## config.mk

```make
export PLATFORM = sky130hd
export DESIGN_NAME = linear_regression
export DESIGN_NICKNAME = d
export VERILOG_FILES = /design/src/rtl/linear_regression_pkg.sv /design/src/rtl/lr_mac_sat.sv /design/src/rtl/linear_regression.sv
export SDC_FILE = /design/constraint.sdc
export NUM_CORES = 1
export LEC_CHECK = 0
export ABC_AREA = 1
export BUFFER_PORTS_ARGS = -buffer_cell sky130_fd_sc_hd__buf_2
export CORE_MARGIN = 2
export CORE_UTILIZATION = 64
export CTS_CLUSTER_SIZE = 28
export DETAILED_ROUTE_END_ITERATION = 7
export HOLD_SLACK_MARGIN = 0.06
export PLACE_DENSITY = 0.94
export SETUP_SLACK_MARGIN = 0.05
export SLEW_MARGIN = 20
export SYNTH_ARGS = -nofsm -noshare
export SYNTH_HDL_FRONTEND = slang
export SYNTH_SLANG_ARGS = --single-unit
```

## constraint.sdc

```tcl
create_clock -name clk -period 7.3 [get_ports clk]
set_input_delay 0 -clock clk [delete_from_list [all_inputs] [get_ports clk]]
set_output_delay 0 -clock clk [all_outputs]
set_load 0.05 [all_outputs]
```

## src/rtl/linear_regression_pkg.sv

```systemverilog
// Shared widths, default coefficients and coefficient-select encodings
// for the linear price predictor.
package linear_regression_pkg;

    localparam int SIZE_W  = 16;
    localparam int PRICE_W = 32;
    localparam int SUM_W   = PRICE_W + 1;

    localparam logic [SIZE_W-1:0]  DEFAULT_SLOPE     = 16'd3000;
    localparam logic [PRICE_W-1:0] DEFAULT_INTERCEPT = 32'd50000;
    localparam logic [PRICE_W-1:0] PRICE_MAX         = 32'hFFFF_FFFF;

    typedef enum logic {
        COEF_SLOPE     = 1'b0,
        COEF_INTERCEPT = 1'b1
    } coef_sel_e;

    // Unsigned add with clipping to the all-ones price; bit PRICE_W is the carry.
    function automatic logic [SUM_W-1:0] add_sat(input logic [PRICE_W-1:0] a,
                                                  input logic [PRICE_W-1:0] b);
        logic [SUM_W-1:0] sum;
        sum = {1'b0, a} + {1'b0, b};
        if (sum[PRICE_W]) begin
            return {1'b1, PRICE_MAX};
        end
        return {1'b0, sum[PRICE_W-1:0]};
    endfunction

endpackage

```

## src/rtl/lr_mac_sat.sv

```systemverilog
// Two-stage datapath: registered 16x16 product with its intercept, then a
// saturating 33-bit add into the held price/saturated registers.
module lr_mac_sat
    import linear_regression_pkg::*;
(
    input  logic               clk,
    input  logic               rst,
    input  logic               load_s1,
    input  logic               load_s2,
    input  logic [SIZE_W-1:0]  size,
    input  logic [SIZE_W-1:0]  slope,
    input  logic [PRICE_W-1:0] intercept,
    output logic [PRICE_W-1:0] price,
    output logic               saturated
);

    logic [PRICE_W-1:0] product_reg;
    logic [PRICE_W-1:0] intercept_s1_reg;
    logic [PRICE_W-1:0] price_reg;
    logic               saturated_reg;
    logic [SUM_W-1:0]   sum_next;

    assign sum_next = add_sat(product_reg, intercept_s1_reg);

    // Stage 1: capture product and the intercept that belongs to this sample.
    always_ff @(posedge clk) begin
        if (rst) begin
            product_reg      <= '0;
            intercept_s1_reg <= '0;
        end else if (load_s1) begin
            product_reg      <= PRICE_W'(slope) * PRICE_W'(size);
            intercept_s1_reg <= intercept;
        end
    end

    // Stage 2: update the result only for valid samples; otherwise hold it.
    always_ff @(posedge clk) begin
        if (rst) begin
            price_reg     <= '0;
            saturated_reg <= 1'b0;
        end else if (load_s2) begin
            price_reg     <= sum_next[PRICE_W-1:0];
            saturated_reg <= sum_next[PRICE_W];
        end
    end

    assign price     = price_reg;
    assign saturated = saturated_reg;

endmodule

```

## src/rtl/linear_regression.sv

```systemverilog
// Linear price predictor: price = slope * size + intercept, two-cycle
// latency, one sample per cycle, with runtime-writable coefficients.
module linear_regression
    import linear_regression_pkg::*;
#(
    parameter logic [SIZE_W-1:0]  SLOPE_INIT     = DEFAULT_SLOPE,
    parameter logic [PRICE_W-1:0] INTERCEPT_INIT = DEFAULT_INTERCEPT
)
(
    input  logic               clk,
    input  logic               rst,
    input  logic [SIZE_W-1:0]  size,
    input  logic               in_valid,
    input  logic               coef_we,
    input  logic               coef_sel,
    input  logic [PRICE_W-1:0] coef_data,
    output logic [PRICE_W-1:0] price,
    output logic               out_valid,
    output logic               saturated
);

    logic [SIZE_W-1:0]  slope_reg;
    logic [PRICE_W-1:0] intercept_reg;
    logic               valid_s1_reg;
    logic               out_valid_reg;

    // Coefficient registers; a sample accepted on the write edge still sees the old values.
    always_ff @(posedge clk) begin
        if (rst) begin
            slope_reg     <= SLOPE_INIT;
            intercept_reg <= INTERCEPT_INIT;
        end else if (coef_we) begin
            if (coef_sel == COEF_INTERCEPT) begin
                intercept_reg <= coef_data;
            end else begin
                slope_reg <= coef_data[SIZE_W-1:0];
            end
        end
    end

    // Valid pipeline; reset drops anything in flight.
    always_ff @(posedge clk) begin
        if (rst) begin
            valid_s1_reg  <= 1'b0;
            out_valid_reg <= 1'b0;
        end else begin
            valid_s1_reg  <= in_valid;
            out_valid_reg <= valid_s1_reg;
        end
    end

    lr_mac_sat u_mac_sat (
        .clk       (clk),
        .rst       (rst),
        .load_s1   (in_valid),
        .load_s2   (valid_s1_reg),
        .size      (size),
        .slope     (slope_reg),
        .intercept (intercept_reg),
        .price     (price),
        .saturated (saturated)
    );

    assign out_valid = out_valid_reg;

endmodule

```

==> run summary <==
The flow ran to the end, and the final reports show no timing, DRC or antenna violations. Summed over all instances, the cell type with the most area after synthesis is sky130_fd_sc_hd__fa_1. TritonCTS built the clock tree. The layout net count came out at 2960. Setup repair after global routing left no endpoint under its margin. Sorting the synthesized cells by area gives the leading types as sky130_fd_sc_hd__fa_1, sky130_fd_sc_hd__dfxtp_1, sky130_fd_sc_hd__nand2_1. The worst-case IR drop observed on VDD is 468 uV.

The fmax came out at 168 MHz. Setup violations remaining at the end of the flow were counted as 0. The dominant delay contributor by cell family on the critical path is adder cells.

The cell-internal power came out at 3.67 mW. Of the total power, the share spent switching nets is 0.571. The post-CTS setup repair buffer count is 0. The hold path startpoint is coef_sel. For this run, the total global-route usage over all layers was measured as 0.344. The sequential group share of total power is 0.118.

The number of optimization iterations in the first detailed-route pass came out at 7. The CTS buffer count is 17. The worst setup path is captured at a flop. For this run, the number of Yosys warnings is 0. The worst reg-to-reg setup slack came out at 1.35 ns. When the netlist entered floorplanning its net count stood at 2922. The number of sinks on the clock net is 147.

The post-synthesis register bit count is 147. The type of the worst min-delay path is input port to flop. The path with the worst hold slack has its endpoint at slope_reg[7]$_SDFFE_PP1P_. The initial antenna violation count is 1.

The cell area after placement is 17500 sq um. The number of buffers inserted by port buffering is 86. The accumulated negative setup slack came out at 0 ns. In this run, post-CTS hold repair placed 33 buffers. The power share of the clock group came out at 0.098. The number of cells upsized or downsized after cts is 0. The clock latency on the worst-skew pair came out at 0.44 ns. Of the available clock period, the critical path in the final layout requires 0.815. The worst setup path is launched from a flop. The buffering stage count on the worst path with inverters included came out at 5.

The minimum clock period came out at 5.95 ns. The signal on the critical path passes through nand2_1, fa_1, inv_1, fa_1, fa_1, fa_1, fa_1, inv_1, fa_1, inv_1, ha_1, nand2_1, nor2_1, inv_1, nor3_1, nand3_1, nand4_1, nand3_1, nand2_1, inv_1. The synthesized area per cell came out at 6.70 sq um.

The core box area came out at 26100 sq um. The H-tree depth reported by CTS is 4. The library cells used most frequently in the layout, excluding fill and tap cells, are sky130_fd_sc_hd__nand2_1, sky130_fd_sc_hd__inv_1, sky130_fd_sc_hd__nor2_1. The total die area is 27900 sq um. The number of instances in the synthesized netlist is 2538. The number of global-route vias before repair came out at 16850.

The y dimension of the die came out at 167 um. The signed area change from the synthesized netlist to the final layout is 7.88%. The number of hold violations in the final report is 0. The library cell appearing most often on the critical path is sky130_fd_sc_hd__fa_1.

The cell area after technology mapping is 17000 sq um. The count of pins over their slew limit is 0. The share of power burned in combinational logic came out at 0.785. The headroom to the max-slew limit is 0.348. The worst setup path is of the flop to flop kind. The switching power of the nets is 4.89 mW.

The via-per-instance ratio is 5.56. The wire length per cell is 15.8 um. The routed wire length came out at 46200 um. The top fanout value on the critical path came out at 17. The worst register-to-register path begins at slope_reg[9]$_SDFFE_PP1P_. The cell depth of the worst hold path is 5.

With fillers left out, the area of the finished cells amounts to 18300 sq um. Clock-pin slew was measured on the worst setup and hold paths at 0.07 ns. The number of violations reported at the end of detailed-routing iteration 0 came out at 1776. The number of different library cells in the post-synthesis netlist came out at 35.

The buffer levels on the longest clock path came out at 2. The share of post-route cells with drive strength above 1 came out at 0.0684. The effective utilization at floorplan came out at 0.652.

The power density relative to cell area came out at 467 nW/um^2. The total number of vias is 16252. The HPWL after detailed placement came out at 34700 um. The pin count of the biggest net entering global routing came out at 113. The count of boundary I/O pins came out at 87. The count of unresolved DRC violations after routing is 0.

In this run the critical register-to-register path is captured at u_mac_sat.product_reg[26]$_SDFFE_PP0P_. The first-pass GRT wire length is 78300 um. Counting cells, the worst reg-to-reg path comes to 20. The required time of the critical path is 7.64 ns. The share of the Yosys chip area taken by registers is 0.173. The die extent in x is 167 um.

The root buffer cell is sky130_fd_sc_hd__clkbuf_16. The largest individual stage delay along the critical path comes from the cell sky130_fd_sc_hd__dfxtp_1. The clock skew after layout came out at 0.0101 ns.

The leakage component of the power is 11.0 nW. The max-cap violation count came out at 0. The worst-margin pin slew came out at 0.978 ns. Routability-driven placement finished with a final weighted congestion of 0.954. The library cell used most frequently in the layout, excluding fill and tap cells, is sky130_fd_sc_hd__nand2_1. The detail route stage leaves a number of antenna-violating nets equal to 0.

The biggest cell delay along the critical path is 0.84 ns. At the worst endpoint, the arrival time is 6.28 ns. The initialized floorplan defines 59 standard-cell rows. The total overflow left after global routing is 0. Of the post-synthesis cell area, the dominant cell type holds 0.230.
through the flow:
stage	instances	setup WS (ns)	util	hold slack [ns]	total power, mW
floorplan	2538	2.01	-	0.113	5.86
global placement	2859	1.52	0.670	0.235	7.29
detailed placement	2859	1.48	0.670	0.239	7.52
CTS	2924	1.49	0.703	0.0755	8.41
global route	2925	1.05	0.704	0.0969	9.51
finish	2925	1.35	0.704	0.0975	8.56
synthesized netlist by cell type, drive strengths merged:
library cell,n
nand2,717
inv,595
nor2,326
fa,195
dfxtp,147
ha,136
o21ai,119
clkbuf,93
nand3,90
a21oi,46
xor2,18
buf,15
nor3,10
xnor2,10
nand4,7
o21bai,5
o211ai,3
a21o,2
a31oi,1
and3,1
clkinv,1
or2,1
routing by layer:
layer,GRT usage,wire [um]
met2,0.589,22500
met1,0.410,16700
met5,0,0
met3,0.0642,4730
met4,0.181,2250
worst max-delay path by stage:
stage	startpoint	end	slack (ns)	depth (start not counted)
floorplan	slope_reg[7]$_SDFFE_PP1P_	u_mac_sat.product_reg[19]$_SDFFE_PP0P_	2.01	24
global placement	slope_reg[14]$_SDFFE_PP0P_	u_mac_sat.product_reg[26]$_SDFFE_PP0P_	1.52	20
detailed placement	slope_reg[11]$_SDFFE_PP1P_	u_mac_sat.product_reg[23]$_SDFFE_PP0P_	1.48	20
CTS	slope_reg[14]$_SDFFE_PP0P_	u_mac_sat.product_reg[26]$_SDFFE_PP0P_	1.49	20
global route	slope_reg[14]$_SDFFE_PP0P_	u_mac_sat.product_reg[26]$_SDFFE_PP0P_	1.05	20
finish	slope_reg[9]$_SDFFE_PP1P_	u_mac_sat.product_reg[26]$_SDFFE_PP0P_	1.35	20
area by class of cell:
class / instances / area, sq um
Fill cell: 1971 / 7720
Inverter: 596 / 2240
Timing Repair Buffer: 127 / 821
Antenna cell: 1 / 2.50
Clock inverter: 13 / 100
Sequential cell: 147 / 2940
Multi-Input combinational cell: 1687 / 11400
Tap cell: 335 / 419
Clock buffer: 19 / 443
power by group through the flow:
stage / combinational, mW / clock (mW) / sequential (mW)
floorplan: 4.84 / 0 / 1.02
global placement: 6.28 / 0 / 1.01
detailed placement: 6.50 / 0 / 1.02
CTS: 6.58 / 0.827 / 1.00
global route: 7.63 / 0.870 / 1.01
finish: 6.71 / 0.836 / 1.01
cells by family after synthesis:
group                    Yosys count  synth area share
AND/OR/NAND/NOR                 1152             0.270
buffers and inverters            704             0.158
adder cells (fa/ha/maj)          331             0.330
AO/OA/AOI/OAI                    176            0.0541
flip-flops                       147             0.173
XOR/XNOR                          28            0.0144
worst register-to-register path: stages, from the launching register on:
cell and delay (ns):
sky130_fd_sc_hd__dfxtp_1 0.84, sky130_fd_sc_hd__nand2_1 0.19, sky130_fd_sc_hd__fa_1 0.57, sky130_fd_sc_hd__inv_1 0.05
sky130_fd_sc_hd__fa_1 0.48, sky130_fd_sc_hd__fa_1 0.59, sky130_fd_sc_hd__fa_1 0.43, sky130_fd_sc_hd__fa_1 0.49
sky130_fd_sc_hd__inv_1 0.05, sky130_fd_sc_hd__fa_1 0.47, sky130_fd_sc_hd__inv_1 0.04, sky130_fd_sc_hd__ha_1 0.36
sky130_fd_sc_hd__nand2_1 0.11, sky130_fd_sc_hd__nor2_1 0.20, sky130_fd_sc_hd__inv_1 0.12, sky130_fd_sc_hd__nor3_1 0.31
sky130_fd_sc_hd__nand3_1 0.17, sky130_fd_sc_hd__nand4_1 0.12, sky130_fd_sc_hd__nand3_1 0.11, sky130_fd_sc_hd__nand2_1 0.10
sky130_fd_sc_hd__inv_1 0.04
Note: power is estimated with default switching activity, not from simulation.
